**config.mk**
```make
export PLATFORM = sky130hd
export DESIGN_NAME = cpu_bus_arbiter
export DESIGN_NICKNAME = d
export VERILOG_FILES = /design/src/rtl/cpu_bus_pkg.sv /design/src/rtl/cpu_bus_arbiter_dma.sv /design/src/rtl/cpu_bus_arbiter.sv
export SDC_FILE = /design/constraint.sdc
export NUM_CORES = 1
export LEC_CHECK = 0
export CAP_MARGIN = 15
export CORE_MARGIN = 3
export CORE_UTILIZATION = 49
export DETAILED_ROUTE_END_ITERATION = 7
export MAX_ROUTING_LAYER = met4
export PLACE_DENSITY = 0.94
export SYNTH_ARGS = -nofsm -noshare
export SYNTH_HDL_FRONTEND = slang
export SYNTH_SLANG_ARGS = --single-unit
```
**constraint.sdc**
```tcl
create_clock -name clk -period 3.9 [get_ports clk]
set_input_delay 0.78 -clock clk [delete_from_list [all_inputs] [get_ports clk]]
set_output_delay 0.78 -clock clk [all_outputs]
set_load 0.01 [all_outputs]
```
**src/rtl/cpu_bus_pkg.sv**
```systemverilog
// Shared types and constants for the CPU bus arbiter and its OAM DMA engine.
// Ownership and DMA state encodings live here so both files agree on them.
package cpu_bus_pkg;

    typedef enum logic [1:0] {
        OWN_NONE,
        OWN_IF,
        OWN_IE,
        OWN_DMA
    } owner_t;

    typedef enum logic [2:0] {
        DMA_IDLE,
        DMA_ALIGN,
        DMA_READ,
        DMA_WAIT,
        DMA_CAPTURE,
        DMA_WRITE
    } dma_state_t;

    localparam logic [15:0] OAM_DMA_ADDR  = 16'h4014;
    localparam logic [15:0] OAM_DATA_ADDR = 16'h2004;

endpackage

```
**src/rtl/cpu_bus_arbiter_dma.sv**
```systemverilog
// oam_dma_engine: copies DMA_LEN bytes from page XX00 to OAMDATA ($2004).
// Ports: trig/trig_page latch a request, start marks the grant edge,
// parity aligns the first read, dma_req/dma_busy go to the arbiter,
// dma_addr/dma_data/dma_we drive the bus while DMA owns it.
module oam_dma_engine
    import cpu_bus_pkg::*;
#(
    parameter int READ_LATENCY = 2,
    parameter int DMA_LEN      = 256
) (
    input  logic        clk,
    input  logic        rst,
    input  logic        trig,
    input  logic [7:0]  trig_page,
    input  logic        start,
    input  logic        parity,
    input  logic [7:0]  mem_data_in,
    output logic        dma_req,
    output logic        dma_busy,
    output logic [15:0] dma_addr,
    output logic [7:0]  dma_data,
    output logic        dma_we
);

    localparam logic [7:0] LAST_IDX  = 8'(DMA_LEN - 1);
    localparam logic [7:0] WAIT_LAST = 8'(READ_LATENCY - 2);

    dma_state_t state_q, state_d;
    logic [7:0] page_q, page_d;
    logic [7:0] idx_q, idx_d;
    logic [7:0] data_q, data_d;
    logic [7:0] wait_q, wait_d;
    logic       busy_q, busy_d;
    logic       last_write;
    logic       accept;

    // A second trigger while a transfer is pending or running is dropped.
    assign accept     = trig && !busy_q;
    assign last_write = (state_q == DMA_WRITE) && (idx_q == LAST_IDX);

    // Request drops during the final write so the arbiter can hand the
    // bus over on the same edge that clears busy.
    assign dma_req  = (busy_q && !last_write) || accept;
    assign dma_busy = busy_q;

    always_comb begin
        state_d = state_q;
        page_d  = page_q;
        idx_d   = idx_q;
        data_d  = data_q;
        wait_d  = wait_q;
        busy_d  = busy_q;

        if (accept) begin
            busy_d = 1'b1;
            page_d = trig_page;
        end

        unique case (state_q)
            DMA_IDLE: begin
                if (start) state_d = DMA_ALIGN;
            end
            // Stays a second cycle when entered on an odd parity cycle.
            DMA_ALIGN: begin
                if (!parity) state_d = DMA_READ;
            end
            DMA_READ: begin
                wait_d  = '0;
                state_d = (READ_LATENCY > 1) ? DMA_WAIT
                                             : DMA_CAPTURE;
            end
            DMA_WAIT: begin
                if (wait_q == WAIT_LAST) begin
                    state_d = DMA_CAPTURE;
                end else begin
                    wait_d = wait_q + 8'd1;
                end
            end
            DMA_CAPTURE: begin
                data_d  = mem_data_in;
                state_d = DMA_WRITE;
            end
            DMA_WRITE: begin
                if (last_write) begin
                    state_d = DMA_IDLE;
                    idx_d   = '0;
                    busy_d  = 1'b0;
                end else begin
                    idx_d   = idx_q + 8'd1;
                    state_d = DMA_READ;
                end
            end
            default: state_d = DMA_IDLE;
        endcase
    end

    always_comb begin
        dma_addr = '0;
        dma_data = '0;
        dma_we   = 1'b0;
        unique case (state_q)
            DMA_READ, DMA_WAIT, DMA_CAPTURE: begin
                dma_addr = {page_q, idx_q};
            end
            DMA_WRITE: begin
                dma_addr = OAM_DATA_ADDR;
                dma_data = data_q;
                dma_we   = 1'b1;
            end
            default: ;
        endcase
    end

    always_ff @(posedge clk or posedge rst) begin
        if (rst) begin
            state_q <= DMA_IDLE;
            page_q  <= '0;
            idx_q   <= '0;
            data_q  <= '0;
            wait_q  <= '0;
            busy_q  <= 1'b0;
        end else begin
            state_q <= state_d;
            page_q  <= page_d;
            idx_q   <= idx_d;
            data_q  <= data_d;
            wait_q  <= wait_d;
            busy_q  <= busy_d;
        end
    end

endmodule

```
**src/rtl/cpu_bus_arbiter.sv**
```systemverilog
// cpu_bus_arbiter: owns the CPU memory bus and shares it between IF, IE
// and the OAM DMA engine. Ports: if_*/ie_* requester handshakes, mem_*
// bus outputs muxed from the registered owner, mem_data_in, dma_busy.
module cpu_bus_arbiter
    import cpu_bus_pkg::*;
#(
    parameter int READ_LATENCY = 2,
    parameter int DMA_LEN      = 256
) (
    input  logic        clk,
    input  logic        rst,
    input  logic        if_req,
    input  logic [15:0] if_addr,
    output logic        if_gnt,
    input  logic        ie_req,
    input  logic [15:0] ie_addr,
    input  logic [7:0]  ie_data_out,
    input  logic        ie_write_en,
    output logic        ie_gnt,
    output logic [15:0] mem_addr,
    output logic [7:0]  mem_data_out,
    output logic        mem_write_en,
    input  logic [7:0]  mem_data_in,
    output logic        dma_busy
);

    owner_t      owner_q, owner_d;
    logic        parity_q, parity_d;
    logic        bus_free;
    logic        dma_trig;
    logic        dma_req;
    logic        dma_start;
    logic [15:0] dma_addr;
    logic [7:0]  dma_data;
    logic        dma_we;

    assign parity_d = ~parity_q;
    assign if_gnt   = (owner_q == OWN_IF);
    assign ie_gnt   = (owner_q == OWN_IE);
    assign dma_trig = ie_gnt && ie_write_en &&
                      (ie_addr == OAM_DMA_ADDR);

    // Ownership only moves when the bus is idle or the holder lets go;
    // no requester is ever preempted.
    always_comb begin
        bus_free = 1'b1;
        unique case (owner_q)
            OWN_NONE: bus_free = 1'b1;
            OWN_IF:   bus_free = !if_req;
            OWN_IE:   bus_free = !ie_req;
            OWN_DMA:  bus_free = !dma_req;
            default:  bus_free = 1'b1;
        endcase

        owner_d = owner_q;
        if (bus_free) begin
            if (dma_req)     owner_d = OWN_DMA;
            else if (ie_req) owner_d = OWN_IE;
            else if (if_req) owner_d = OWN_IF;
            else             owner_d = OWN_NONE;
        end
    end

    assign dma_start = (owner_d == OWN_DMA) &&
                       (owner_q != OWN_DMA);

    always_comb begin
        mem_addr     = '0;
        mem_data_out = '0;
        mem_write_en = 1'b0;
        unique case (owner_q)
            OWN_IF: begin
                mem_addr = if_addr;
            end
            OWN_IE: begin
                mem_addr     = ie_addr;
                mem_data_out = ie_data_out;
                mem_write_en = ie_write_en;
            end
            OWN_DMA: begin
                mem_addr     = dma_addr;
                mem_data_out = dma_data;
                mem_write_en = dma_we;
            end
            default: ;
        endcase
    end

    always_ff @(posedge clk or posedge rst) begin
        if (rst) begin
            owner_q  <= OWN_NONE;
            parity_q <= 1'b0;
        end else begin
            owner_q  <= owner_d;
            parity_q <= parity_d;
        end
    end

    oam_dma_engine #(
        .READ_LATENCY (READ_LATENCY),
        .DMA_LEN      (DMA_LEN)
    ) u_dma (
        .clk         (clk),
        .rst         (rst),
        .trig        (dma_trig),
        .trig_page   (ie_data_out),
        .start       (dma_start),
        .parity      (parity_q),
        .mem_data_in (mem_data_in),
        .dma_req     (dma_req),
        .dma_busy    (dma_busy),
        .dma_addr    (dma_addr),
        .dma_data    (dma_data),
        .dma_we      (dma_we)
    );

endmodule
```
==> results of run 1 <==
## area by class of cell
type,count,area [µm²],area share
Multi-Input combinational cell,167,1270,0.385
Clock inverter,2,60.1,0.0182
Inverter,8,30.0,0.00911
Tap cell,52,65.1,0.0197
Sequential cell,39,976,0.296
Clock buffer,6,72.6,0.0220
Timing Repair Buffer,83,823,0.250
## routing by layer
layer	global-route usage	part of all wire
met1	0.316	0.42
met2	0.377	0.50
met3	0.0401	0.063
met4	0.0816	0.017
met5	-	0
## critical path, cell delays in order (launching register included)
cell             delay, ps
dfrtp_1                530
nor2b_2                540
buf_4                  320
a22o_1                 180
a21o_1                 100
clkdlybuf4s50_1        530
## flip-flops by register name, indices dropped and copies added (netlist names)
signal	count
owner_q	2
parity_q	1
u_dma.data_q	8
u_dma.dma_busy	1
u_dma.idx_q	8
u_dma.page_q	8
u_dma.state_q	3
u_dma.wait_q	8
## cells in the final DEF (no fill, tap or decap), types with 3 or more instances in the layout
cell type        instances
mux2_2                  16
a21oi_1                  7
o21ai_0                  6
buf_4                    3
ha_1                     3
and3_1                   4
xnor2_1                  3
and3b_1                  3
nor2_1                  15
inv_1                    8
a21o_1                  16
o211ai_1                 3
nand2_1                 13
clkdlybuf4s50_1         80
a22o_1                  23
nand3_1                  6
dfrtp_1                 39
xor2_1                   7
nand2b_1                 3
or2_2                    3
nand4_1                  4
clkbuf_8                 5
## final timing paths
path,from,endpoint,slack [ps],cells past startpoint
setup / recovery,owner_q[1],mem_addr[14],630,5
hold / removal,parity_q,parity_q,470,1
setup reg to reg,owner_q[1],u_dma.page_q[1],1990,4
hold reg to reg,parity_q,parity_q,470,1
max in group asynchronous,rst,u_dma.page_q[5],2260,3
min in group asynchronous,rst,u_dma.wait_q[2],880,2
## per-stage QoR
stage          setup WS, ps  cell area [µm²]  utilization  instances  hold WS [ps]
6_report                627             3300        0.737        357           471
5_1_grt                 492             3300        0.737        357           486
4_1_cts                 623             3300        0.737        357           457
3_5_place_dp            904             3160        0.707        349           431
3_3_place_gp            909             3160        0.707        349           424
2_1_floorplan          1610             2350            -        229           404
## power groups by stage
stage | Combinational [W] | Clock (W) | Sequential [W]
2_1_floorplan | 0.0000695 | 0 | 0.000420
3_3_place_gp | 0.000175 | 0 | 0.000422
6_report | 0.000179 | 0.000405 | 0.000415
3_5_place_dp | 0.000179 | 0 | 0.000423
4_1_cts | 0.000180 | 0.000407 | 0.000415
5_1_grt | 0.000190 | 0.000422 | 0.000416
## logic make-up (layout without fill, tap and decap cells)
| logic type | after synthesis | after routing | synth area share |
|---|---|---|---|
| buf+inv | 23 | 99 | 0.0443 |
| fa+ha+maj | 3 | 3 | 0.0160 |
| compound gates | 68 | 68 | 0.225 |
| simple gates | 69 | 69 | 0.179 |
| xor+xnor | 10 | 10 | 0.0373 |
| mux | 17 | 17 | 0.0832 |
| flops | 39 | 39 | 0.416 |
==> results.toml, run 1 <==
[die]
die_y_um = 75.2
rows = 24
initial_utilization = 0.524
pin_count = 81
dieArea_um2 = 5650
coreArea_um2 = 4470
die_w_um = 75.2

[yosys]
yosysTopAreaCell = "dfrtp_1"
synth.distinct_cells = 51
netlist.area_leader.share = 0.416
ys_warn_count = 0
syn-num-nets = 285
synth_common_cells = "dfrtp_1 (39), a22o_1 (23), a21o_1 (16), mux2_2 (16), nor2_1 (15)"
synth_seq_area_share = 0.416
synth_edf_count = 0
synth_cells = 229
syn_area_um2 = 2350
synth-seq-cells = 39
yosysMostFrequentCell = "dfrtp_1"
syn_area_per_cell_um2 = 10.2
ys.flop_type = "dfrtp_1"
synthTopCellsByArea = "dfrtp_1 (42%), a22o_1 (8.6%), mux2_2 (7.7%), a21o_1 (5.1%), xor2_1 (2.6%)"
postSynth.asyncResetShare = 1.00

[timing]
worstMarginPinSlew_ps = 669
period_share = 0.839
relSlewSlack = 0.554
setup_tns_ps = 0
maxSlewViolCount = 0
rsz0062_at_grt = "false"
finalSetupViolations = 0
min_period_ps = 3270
hold_viol_final = 0
fmax_mhz = 306
clock_skew_ps = 9.40

[run]
maxCapViolCount = 0

[setup_path]
cp.required_ps = 3120
end_kind = "output port"
cp.arrival_ps = 2490
path_class = "reg -> out"
path_max_fanout = 16
startpoint_type = "flip-flop"

[grt]
first_global_vias = 2026
overflow = 0
grtUsageTotal = 0.240
grt_max_degree = 23
grt_pass1_wl_um = 9830
grt_antenna_before_repair = 0

[route]
dr.pass1.iters = 5
ant_nets = 0
drc = 0
drt-total-wl_um = 6450
viasPerCell = 5.88
post_drt_wl_per_cell_um = 18.1
drt_iter0_drc = 128
dr_total_vias = 2099

[power]
power.density_nw_per_um2 = 303
switching_share = 0.223
power_frac_clock = 0.405
comb_power_share = 0.179
ir_drop_mv = 0.244
switchingPower_w = 0.000223
p_int_w = 0.000777
p_seq_frac = 0.415
power_w = 0.00100
p_leak_nw = 1.50

[clock_tree]
ctsResizeCount = 0
cts.clk_slew.worst_paths_ps = 80
post_cts_buffers = 0
cts_made_buffers = 5
cts_root_buf = "clkbuf_8"
cts_tree = "built"
ctsHoldBuffers = 0
htreeDepth = 2
clock_sinks = 39
worstSkewPairLatency_ps = 290
clockBufferDepth = 2

[placement]
dp.final_hpwl_um = 4760
io_buffers = 80
place_congestion = 0.849

[cells_and_area]
drive_gt1_frac = 0.141
area_growth_pct = 40.5
num_antenna_cells = 0
layout.nets = 360
fillers = 296

[min_path]
hold_path.class = "reg -> reg"

[status]
status = "complete, no violations"
Power figures use the tool's default switching activity.
==> inputs of run 2 (changes only) <==
Settings changed: CORE_UTILIZATION 49 to 41, PLACE_DENSITY 0.94 to 0.84.
Clock period 3.9 ns to 3 ns, I/O delays scaled along.
==> results.toml, run 2 (synthesis gave the netlist of run 1 again) <==
[timing]
maxSlewViolCount = 0
finalSetupViolations = 0
period_share = 0.960
min_period_ps = 2880
rsz0062_at_grt = "false"
worstMarginPinSlew_ps = 498
setup_ws_ps = 121
setup_tns_ps = 0
hold_viol_final = 0
fmax_mhz = 347
clock_skew_ps = 3.57
relSlewSlack = 0.668

[setup_path]
r2r-start = "u_dma.wait_q[0]"
slowest_delay_ps = 560
cp.arrival_ps = 2280
cp-startpoint = "u_dma.state_q[2]"
critPathCapture = "mem_addr[12]"
cp.required_ps = 2400
path_max_fanout = 14
path_class = "reg -> out"
end_kind = "output port"
path_cells = "nand2b_2 -> o21ai_0 -> and3_1 -> buf_4 -> a21o_1 -> clkdlybuf4s50_1"
r2r_end = "u_dma.wait_q[1]"
crit_slowest_cell = "clkdlybuf4s50_1"
path_buf_inv = 2
reg2reg_slack_ps = 1120
worstRegToRegCells = 5
worstSetupPathDepth = 6
crit_family = "buffers and inverters"
startpoint_type = "flip-flop"

[cells_and_area]
area_growth_pct = 43.1
layout.nets = 362
final_common_cell = "clkdlybuf4s50_1"
num_antenna_cells = 0
drive_gt1_frac = 0.156
most-common-layout-cells = "clkdlybuf4s50_1 (80), dfrtp_1 (39), a22o_1 (23)"

[grt]
overflow = 0
first_global_vias = 2145
grt_pass1_wl_um = 10200
grtUsageTotal = 0.209
grt_antenna_before_repair = 0
grt_max_degree = 40

[route]
post_drt_wl_per_cell_um = 16.8
drt-total-wl_um = 6340
ant_nets = 0
drt_iter0_drc = 86
drc = 0
dr_total_vias = 2096
viasPerCell = 5.56
dr.pass1.iters = 4

[clock_tree]
cts.clk_slew.worst_paths_ps = 80
worstSkewPairLatency_ps = 290
post_cts_buffers = 0
cts_made_buffers = 5
cts_root_buf = "clkbuf_8"
cts_tree = "built"
htreeDepth = 2
clockBufferDepth = 2
clock_sinks = 39

[power]
comb_power_share = 0.181
ir_drop_mv = 0.368
p_int_w = 0.00101
power_frac_clock = 0.405
p_seq_frac = 0.414
switching_share = 0.223
power.density_nw_per_um2 = 389
power_w = 0.00131
switchingPower_w = 0.000292
p_leak_nw = 1.52

[die]
dieArea_um2 = 6670
die_w_um = 81.6
coreArea_um2 = 5300
initial_utilization = 0.442
rows = 26
pin_count = 81
die_y_um = 81.6

[min_path]
hold_path.class = "reg -> reg"

[status]
status = "complete, no violations"

[run]
maxCapViolCount = 0

[placement]
dp.final_hpwl_um = 4860
place_congestion = 0.910
io_buffers = 80
place_ws_ps = 357
[run 2: worst register-to-register path, delay by kind of cell (launching register included)]
| family | cells | cell delay [ps] |
|---|---|---|
| AND/OR/NAND/NOR | 1 | 510 |
| flip-flops | 1 | 420 |
| multiplexers | 1 | 360 |
| AO/OA/AOI/OAI | 1 | 270 |
| adder cells (fa/ha/maj) | 1 | 130 |
| buffers and inverters | 1 | 70 |
[run 2: final cells by class]
cell class	instances	area [µm²]
Clock buffer	5	68.8
Clock inverter	3	67.6
Fill cell	408	1940
Inverter	8	30.0
Multi-Input combinational cell	167	1280
Sequential cell	39	976
Tap cell	70	87.6
Timing Repair Buffer	85	851
[run 2: power groups by stage]
stage          clock network (W)  registers, W  logic (W)
5_1_grt                 0.000558      0.000542   0.000257
4_1_cts                 0.000533      0.000540   0.000239
3_3_place_gp                   0      0.000550   0.000234
3_5_place_dp                   0      0.000550   0.000238
2_1_floorplan                  0      0.000546  0.0000903
6_report                0.000528      0.000540   0.000237
[run 2: how the worst min path moves through the flow]
stage,startpoint,endpoint,slack (ps),cells past startpoint
2_1_floorplan,parity_q,parity_q,400,1
6_report,parity_q,parity_q,450,1
3_5_place_dp,parity_q,parity_q,430,1
5_1_grt,parity_q,parity_q,470,1
3_3_place_gp,parity_q,parity_q,420,1
4_1_cts,parity_q,parity_q,450,1
[run 2: metal layers]
layer / routed length (µm) / vias to the layer above / global-route usage / share of wire
met5: 0 / - / - / 0
met4: 244 / 0 / 0.111 / 0.038
met3: 364 / 17 / 0.0439 / 0.057
met2: 3100 / 70 / 0.308 / 0.49
met1: 2630 / 1012 / 0.270 / 0.41
li1: - / 997 / - / -
[run 2: through the flow]
step / cell area [µm²] / std cells / utilization / hold WS [ps]
detailed placement: 3210 / 369 / 0.606 / 428
finish: 3360 / 377 / 0.633 / 450
global placement: 3210 / 369 / 0.606 / 422
CTS: 3350 / 377 / 0.632 / 449
global route: 3360 / 377 / 0.633 / 472
floorplan: 2350 / 229 / - / 404
[run 2: timing repair]
item,CTS,global route
hold buffers,0,0
gates resized for setup,0,3
endpoints found under the hold margin,0,0
setup endpoints to repair,0,23
